--- config.mk ---
export PLATFORM = sky130hd
export DESIGN_NAME = trace_packet_arbiter
export DESIGN_NICKNAME = d
export VERILOG_FILES = /design/src/rtl/trace_packet_arbiter_pkg.sv /design/src/rtl/packet_fifo.sv /design/src/rtl/trace_packet_arbiter.sv
export SDC_FILE = /design/constraint.sdc
export NUM_CORES = 1
export LEC_CHECK = 0
export BUFFER_PORTS_ARGS = -buffer_cell sky130_fd_sc_hd__buf_2
export CORE_ASPECT_RATIO = 0.75
export CORE_MARGIN = 2
export CORE_UTILIZATION = 26
export CTS_CLUSTER_SIZE = 10
export DETAILED_ROUTE_END_ITERATION = 8
export SLEW_MARGIN = 20
export SYNTH_ARGS = -nofsm -noshare
export SYNTH_HDL_FRONTEND = slang
export SYNTH_SLANG_ARGS = --single-unit
export TNS_END_PERCENT = 100
--- constraint.sdc ---
create_clock -name mclk -period 3.72 [get_ports mclk]
set_input_delay 0.372 -clock mclk [delete_from_list [all_inputs] [get_ports mclk]]
set_output_delay 0.372 -clock mclk [all_outputs]
set_load 0.05 [all_outputs]
--- src/rtl/trace_packet_arbiter_pkg.sv ---
// rtl/trace_packet_arbiter_pkg.sv - shared trace packet definitions
package trace_packet_arbiter_pkg;

  localparam int TRACE_NUM_SRC   = 3;
  localparam int TRACE_TYPE_W    = 2;
  localparam int TRACE_PAYLOAD_W = 23;

  typedef enum logic [TRACE_TYPE_W-1:0] {
    PKT_ADDR      = 2'b00,
    PKT_READ      = 2'b01,
    PKT_WRITE     = 2'b10,
    PKT_TIMESTAMP = 2'b11
  } pkt_type_e;

  // Number of sources discarding an offer in one cycle (0..3).
  function automatic logic [1:0] count_ones3(input logic [2:0] v);
    return {1'b0, v[0]} + {1'b0, v[1]} + {1'b0, v[2]};
  endfunction

endpackage

--- src/rtl/packet_fifo.sv ---
// rtl/packet_fifo.sv - per-source circular packet queue
module packet_fifo #(
  parameter int DEPTH = 2,
  parameter int W     = 25,
  localparam int CW   = $clog2(DEPTH + 1),
  localparam int PW   = (DEPTH > 1) ? $clog2(DEPTH) : 1
) (
  input  logic          clk,
  input  logic          reset,
  input  logic          push,
  input  logic [W-1:0]  push_data,
  input  logic          pop,
  output logic [W-1:0]  pop_data,
  output logic [CW-1:0] count
);

  logic [W-1:0]  r_mem [DEPTH];
  logic [PW-1:0] r_head;
  logic [PW-1:0] r_tail;
  logic [CW-1:0] r_count;

  function automatic logic [PW-1:0] next_ptr(input logic [PW-1:0] p);
    return (p == PW'(DEPTH - 1)) ? '0 : p + 1'b1;
  endfunction

  // Entry storage; caller only pushes when not full, so no guard here.
  always_ff @(posedge clk) begin
    if (push) r_mem[r_tail] <= push_data;
  end

  // Pointer and occupancy bookkeeping; simultaneous push/pop keeps count.
  always_ff @(posedge clk) begin
    if (reset) begin
      r_head  <= '0;
      r_tail  <= '0;
      r_count <= '0;
    end else begin
      if (push) r_tail <= next_ptr(r_tail);
      if (pop)  r_head <= next_ptr(r_head);
      case ({push, pop})
        2'b10:   r_count <= r_count + 1'b1;
        2'b01:   r_count <= r_count - 1'b1;
        default: r_count <= r_count;
      endcase
    end
  end

  assign pop_data = r_mem[r_head];
  assign count    = r_count;

endmodule

--- src/rtl/trace_packet_arbiter.sv ---
// rtl/trace_packet_arbiter.sv - three-source trace packet arbiter with drop accounting
module trace_packet_arbiter
  import trace_packet_arbiter_pkg::*;
#(
  parameter int DEPTH     = 2,
  parameter int PAYLOAD_W = TRACE_PAYLOAD_W
) (
  input  logic                               mclk,
  input  logic                               reset,
  input  logic [TRACE_NUM_SRC-1:0]           in_valid,
  input  logic [TRACE_NUM_SRC*TRACE_TYPE_W-1:0] in_type,
  input  logic [TRACE_NUM_SRC*PAYLOAD_W-1:0] in_payload,
  output logic [TRACE_NUM_SRC-1:0]           in_full,
  input  logic                               out_enable,
  output logic [TRACE_TYPE_W-1:0]            pkt_type,
  output logic [PAYLOAD_W-1:0]               pkt_payload,
  output logic                               pkt_strobe,
  output logic [15:0]                        drop_count,
  output logic                               drop_any
);

  localparam int ENTRY_W = TRACE_TYPE_W + PAYLOAD_W;
  localparam int CW      = $clog2(DEPTH + 1);

  logic [ENTRY_W-1:0]       w_fifo_data  [TRACE_NUM_SRC];
  logic [CW-1:0]            w_fifo_count [TRACE_NUM_SRC];
  logic [TRACE_NUM_SRC-1:0] w_push;
  logic [TRACE_NUM_SRC-1:0] w_drop;
  logic [TRACE_NUM_SRC-1:0] w_nonempty;
  logic [TRACE_NUM_SRC-1:0] w_grant;
  logic [ENTRY_W-1:0]       w_grant_data;
  logic [16:0]              w_drop_sum;

  logic                     r_rr_pick2;
  logic                     r_pkt_strobe;
  logic [TRACE_TYPE_W-1:0]  r_pkt_type;
  logic [PAYLOAD_W-1:0]     r_pkt_payload;
  logic [15:0]              r_drop_count;
  logic                     r_drop_any;

  for (genvar i = 0; i < TRACE_NUM_SRC; i++) begin : g_src
    // Full and empty come from registered occupancy, so a same-cycle pop
    // never frees room and a same-cycle push is never granted.
    assign in_full[i]    = (w_fifo_count[i] == CW'(DEPTH));
    assign w_nonempty[i] = (w_fifo_count[i] != '0);
    assign w_push[i]     = in_valid[i] && !in_full[i];
    assign w_drop[i]     = in_valid[i] && in_full[i];

    packet_fifo #(
      .DEPTH (DEPTH),
      .W     (ENTRY_W)
    ) u_fifo (
      .clk       (mclk),
      .reset     (reset),
      .push      (w_push[i]),
      .push_data ({in_type[TRACE_TYPE_W*i +: TRACE_TYPE_W], in_payload[PAYLOAD_W*i +: PAYLOAD_W]}),
      .pop       (w_grant[i]),
      .pop_data  (w_fifo_data[i]),
      .count     (w_fifo_count[i])
    );
  end

  // Source 0 wins outright; sources 1 and 2 share by round-robin.
  always_comb begin
    w_grant = '0;
    if (out_enable) begin
      if (w_nonempty[0])                       w_grant = 3'b001;
      else if (w_nonempty[1] && w_nonempty[2]) w_grant = r_rr_pick2 ? 3'b100 : 3'b010;
      else if (w_nonempty[1])                  w_grant = 3'b010;
      else if (w_nonempty[2])                  w_grant = 3'b100;
    end
  end

  // Head of the granted queue.
  always_comb begin
    w_grant_data = w_fifo_data[2];
    if (w_grant[0])      w_grant_data = w_fifo_data[0];
    else if (w_grant[1]) w_grant_data = w_fifo_data[1];
  end

  assign w_drop_sum = {1'b0, r_drop_count} + 17'(count_ones3(w_drop));

  // Round-robin pointer moves only when source 1 or 2 is served.
  always_ff @(posedge mclk) begin
    if (reset)           r_rr_pick2 <= 1'b0;
    else if (w_grant[1]) r_rr_pick2 <= 1'b1;
    else if (w_grant[2]) r_rr_pick2 <= 1'b0;
  end

  // Output register: load on grant, otherwise hold last packet.
  always_ff @(posedge mclk) begin
    if (reset) begin
      r_pkt_strobe  <= 1'b0;
      r_pkt_type    <= '0;
      r_pkt_payload <= '0;
    end else begin
      r_pkt_strobe <= |w_grant;
      if (|w_grant) {r_pkt_type, r_pkt_payload} <= w_grant_data;
    end
  end

  // Saturating drop counter and sticky drop flag.
  always_ff @(posedge mclk) begin
    if (reset) begin
      r_drop_count <= '0;
      r_drop_any   <= 1'b0;
    end else begin
      r_drop_count <= w_drop_sum[16] ? 16'hFFFF : w_drop_sum[15:0];
      if (|w_drop) r_drop_any <= 1'b1;
    end
  end

  assign pkt_strobe  = r_pkt_strobe;
  assign pkt_type    = r_pkt_type;
  assign pkt_payload = r_pkt_payload;
  assign drop_count  = r_drop_count;
  assign drop_any    = r_drop_any;

endmodule

==> metrics.md <==
| Metric | Value |
|---|---|
| Critical path data required time | 4.15 ns |
| Remaining DRCs | 0 |
| Capturing element type of the critical path | flop |
| Critical path class | flop to flop |
| Layout area overhead | 22.8% |
| FFs w/ async S/R, synth | 0% |
| Instance count of the mapped netlist | between 500 and 600 |
| Die Width | 209 microns |
| Clock latency on the worst-skew pair | around 0.51 ns |
| Switching part of the total | 34.9% |
| Clock tree from TritonCTS | yes |
| Proportion of layout cells with a drive suffix above 1 | 29.7% |
| Average wire per cell in the routed design | 18.2 microns |
| Fillers | about 3200 |
| Post-synthesis cell type count | 53 |
| Detailed-placement wirelength estimate | 14100 microns |
| Starting DRC count in detailed routing | 307 |
| Highest clock frequency the design can meet | about 0.32 GHz |
| Post-route design area | 10000 sq um |
| Relative contribution of the clock network to total power | between 20 and 30% |
| Global routing usage on met3 | 2.55% |
| GR met2 Demand/Resource | 19.4% |
| Number of max-capacitance violations reported | 0 |
| Area of the multi-input gates | 2310 sq um |
| CP cell instances | nand2b_1, inv_1, nand2_1, fa_1, inv_1, ha_1, fa_1, nand4_1, nor3_1, nand3_1, a21oi_1 |
| Final worst clock skew | 0.00991 ns |
| Highest net fanout along the worst path | 11 |
| Total global-route track usage | 12.5% |
| Flip-flop and latch area | approximately 5700 sq um |
| Number of detailed-route iterations in the first pass | 4 |
| Combinational fraction of design power | 29.1% |
| Total of warnings raised by yosys | 0 |
| Num Clock Sinks | 209 |
| Period utilization | 84.8% |
| # nets final | 800 |
| Unrepaired setup endpoints after global routing | no |
| Total clock buffers created by CTS | 25 |
| Startpoint Class | flop |
| Worst-path cell with the longest stage delay | dfxtp_1 |
| Total placed instance area | 9280 sq um |
| Vias after detailed routing | between 5000 and 6000 |
| Final hold slack | 0.0432 ns |
| Largest incremental delay on the critical path | 0.53 ns |
| Slew Limit Headroom | 39.3% |
| Final total negative setup slack | 0 ns |
| Count of cells resized by post-cts repair | 0 |
| Initial cell density of the core | 26.3% |
| Cell Rows | between 50 and 60 |
| Final ANT Viol Nets | 0 |
| Bufs on Longest Clock Path | 3 |
| Number of flip-flops and latches in the synthesized netlist | 209 |
| Routing usage on met1 | roughly 18% |
| Final estimated routing congestion in global placement | 0.730 |
| Primary FF master, synth | edfxtp_1 |
| Leakage power figure | around 3.6 nW |
| Clock slew at the register clock pins of the worst setup and hold paths | ~0.06 ns |
| Maximum level of the CTS H-tree | 1 |
| Global route hottest layer | met2 |
| Global route overflow | 0 |
| Worst-case setup margin in the final layout | 0.564 ns |
| Fin crit period | around 3.2 ns |
| Detail-routed via count per cell | 4.51 |
| Placement Setup Slack | 0.531 ns |
| Setup Buffers After CTS | 0 |
| Register area share after synthesis | between 60% and 70% |
| Routed wire length | about 21000 microns |
| Via count of the first global-routing pass | 5057 |
| Total core area | around 31000 sq um |
| Actual transition at the worst max-transition pin | 0.911 ns |
| Pwr Density | 779 nW/um^2 |
| Hold/Removal Path Class | primary input to flop |
| Area of the die | 32900 sq um |
| Count of port buffers added during placement | 126 |
| Count of non-filler cells in the finished layout | 1139 |
| Number of synthesized flops with an enable pin | 150 |
| IO Count | 127 |
| Part of the total power dissipated in sequential elements | ~43% |
| Antenna violations before repair | 12 |
| Result of the run | completed |
| Number of pins exceeding their max-slew limit in the final report | 0 |
| Maximum number of pins on one net before global-route repair | 61 |
| Average footprint of a synthesized cell | 14.2 sq um |
| Number of hold violations in the final report | 0 |
| Die H | 157 microns |
| Synthesized net count | 663 |
| DP Cell Count | 1091 |
| Post-CTS Hold Buffers | 0 |
| Final setup fails | 0 |
| Maximum vdd drop | between 0.3 and 0.4 mV |
| Global-route wire length before repair | 30700 microns |
| Area of the mapped netlist | 8170 sq um |
| Cell-internal power | 5.08 mW |
| Total net switching power | 2.73 mW |
| Data arrival time of the critical path | 3.59 ns |
| CTS Root Cell | clkbuf_16 |
-- synth_stat cells, types with 2 or more instances --
library cell	number	area, sq um
edfxtp_1	150	4500
dfxtp_1	59	1180
nor2_1	49	184
a21oi_1	30	150
nor2b_1	28	175
a211oi_1	27	203
mux2i_1	25	250
mux2_2	24	270
nand2_1	24	90.1
clkbuf_1	18	67.6
o32ai_1	13	114
xnor2_1	13	114
inv_1	11	41.3
o21ai_0	11	55.1
buf_2	7	35.0
nor3_1	7	35.0
xor2_1	7	61.3
a221oi_1	6	52.6
a221oi_2	6	90.1
ha_1	5	62.6
nand3_1	5	25.0
o21ai_1	5	25.0
and3_1	4	25.0
nand4_1	4	25.0
a31oi_1	2	12.5
buf_6	2	22.5
fa_1	2	40.0
nand2b_1	2	12.5
nand3b_1	2	15.0
nor4_1	2	12.5
o21ai_2	2	17.5
or3_1	2	12.5
-- cells in the final DEF (no fill, tap or decap), types with 2 or more instances in the layout --
master / n
nand3_1: 5
a221oi_2: 6
nor2_2: 3
dfxtp_1: 58
o21ai_2: 3
fa_1: 2
clkbuf_16: 25
xor2_1: 7
o32ai_1: 13
o21ai_0: 11
nand3b_1: 2
nor4_1: 2
buf_2: 126
clkbuf_8: 3
buf_4: 14
a211oi_1: 27
a21oi_1: 30
nand2b_1: 2
edfxtp_1: 150
mux2_2: 24
a31oi_1: 2
mux2i_1: 25
diode_2: 2
nand2_1: 24
clkbuf_1: 16
inv_1: 11
o21ai_1: 4
a221oi_1: 6
nor3_1: 7
nand4_1: 4
or3_1: 2
nor2b_1: 28
and3_1: 4
nor2_1: 46
xnor2_1: 13
ha_1: 5
-- path summary, 6_finish.rpt --
| check | start | endpoint | slack (ns) | cells past startpoint |
|---|---|---|---|---|
| setup / recovery | g_src[0].u_fifo.count[0] | drop_count[0] | 0.56 | 11 |
| hold / removal | in_payload[62] | g_src[2].u_fifo.r_mem[0][16] | 0.04 | 1 |
| setup reg to reg | g_src[0].u_fifo.count[0] | drop_count[0] | 0.56 | 11 |
| hold reg to reg | r_rr_pick2 | r_rr_pick2 | 0.50 | 2 |
-- critical path: cells and delay by family, from the launching register on --
kind / cells / cell delay [ns]
simple gates: 5 / 1.34
fa+ha+maj: 3 / 0.83
flops: 1 / 0.53
compound gates: 1 / 0.26
buf+inv: 2 / 0.14
-- state kept, by name (all words and copies together), names as in the netlist, named ones only --
signal,count
drop_count,16
g_src.u_fifo.r_mem,150
g_src.u_fifo.count,6
pkt_type,2
pkt_payload,23
g_src.u_fifo.r_tail,3
g_src.u_fifo.r_head,3
drop_any,1
pkt_strobe,1
r_rr_pick2,1
-- cell type report --
class / instances / area share [%]
Timing Repair Buffer: 140 / 7.34
Tap cell: 406 / 5.07
Clock buffer: 44 / 7.25
Multi-Input combinational cell: 324 / 23.0
Clock inverter: 2 / 0.137
Antenna cell: 2 / 0.0499
Inverter: 12 / 0.449
Sequential cell: 209 / 56.7
-- power by group through the flow --
stage	Sequential [mW]	Combinational, mW	Clock, mW
2_1_floorplan	3.69	1.30	0
3_3_place_gp	3.37	2.29	0
3_5_place_dp	3.38	2.31	0
4_1_cts	3.34	2.32	2.26
5_1_grt	3.39	2.46	2.35
6_report	3.33	2.28	2.21
-- metrics by stage --
step | total power, mW | utilization [%]
4_1_cts | 7.92 | 32.2
5_1_grt | 8.20 | 32.2
2_1_floorplan | 5.00 | -
3_3_place_gp | 5.66 | 29.8
3_5_place_dp | 5.69 | 29.8
6_report | 7.81 | 32.2
-- kinds of logic (layout without fill, tap and decap cells) --
group                      Yosys count  after routing  synth area share, %
AOI/OAI and AO/OA                  107            107                 9.51
xor gates and xnor gates            20             20                 2.14
adders and majority gates            7              7                 1.26
buffers and inverters               42            198                 2.28
DFF                                209            209                 69.6
muxes                               49             49                 6.37
other                                0              2                    0
and+or+nand+nor                    141            141                 8.81
-- layer usage --
metal	wire length, microns	vias to the layer above
li1	-	2438
met1	10300	2498
met2	9010	157
met3	1030	37
met4	377	4
met5	27	-
No activity file was read; power rests on OpenSTA's default activity.
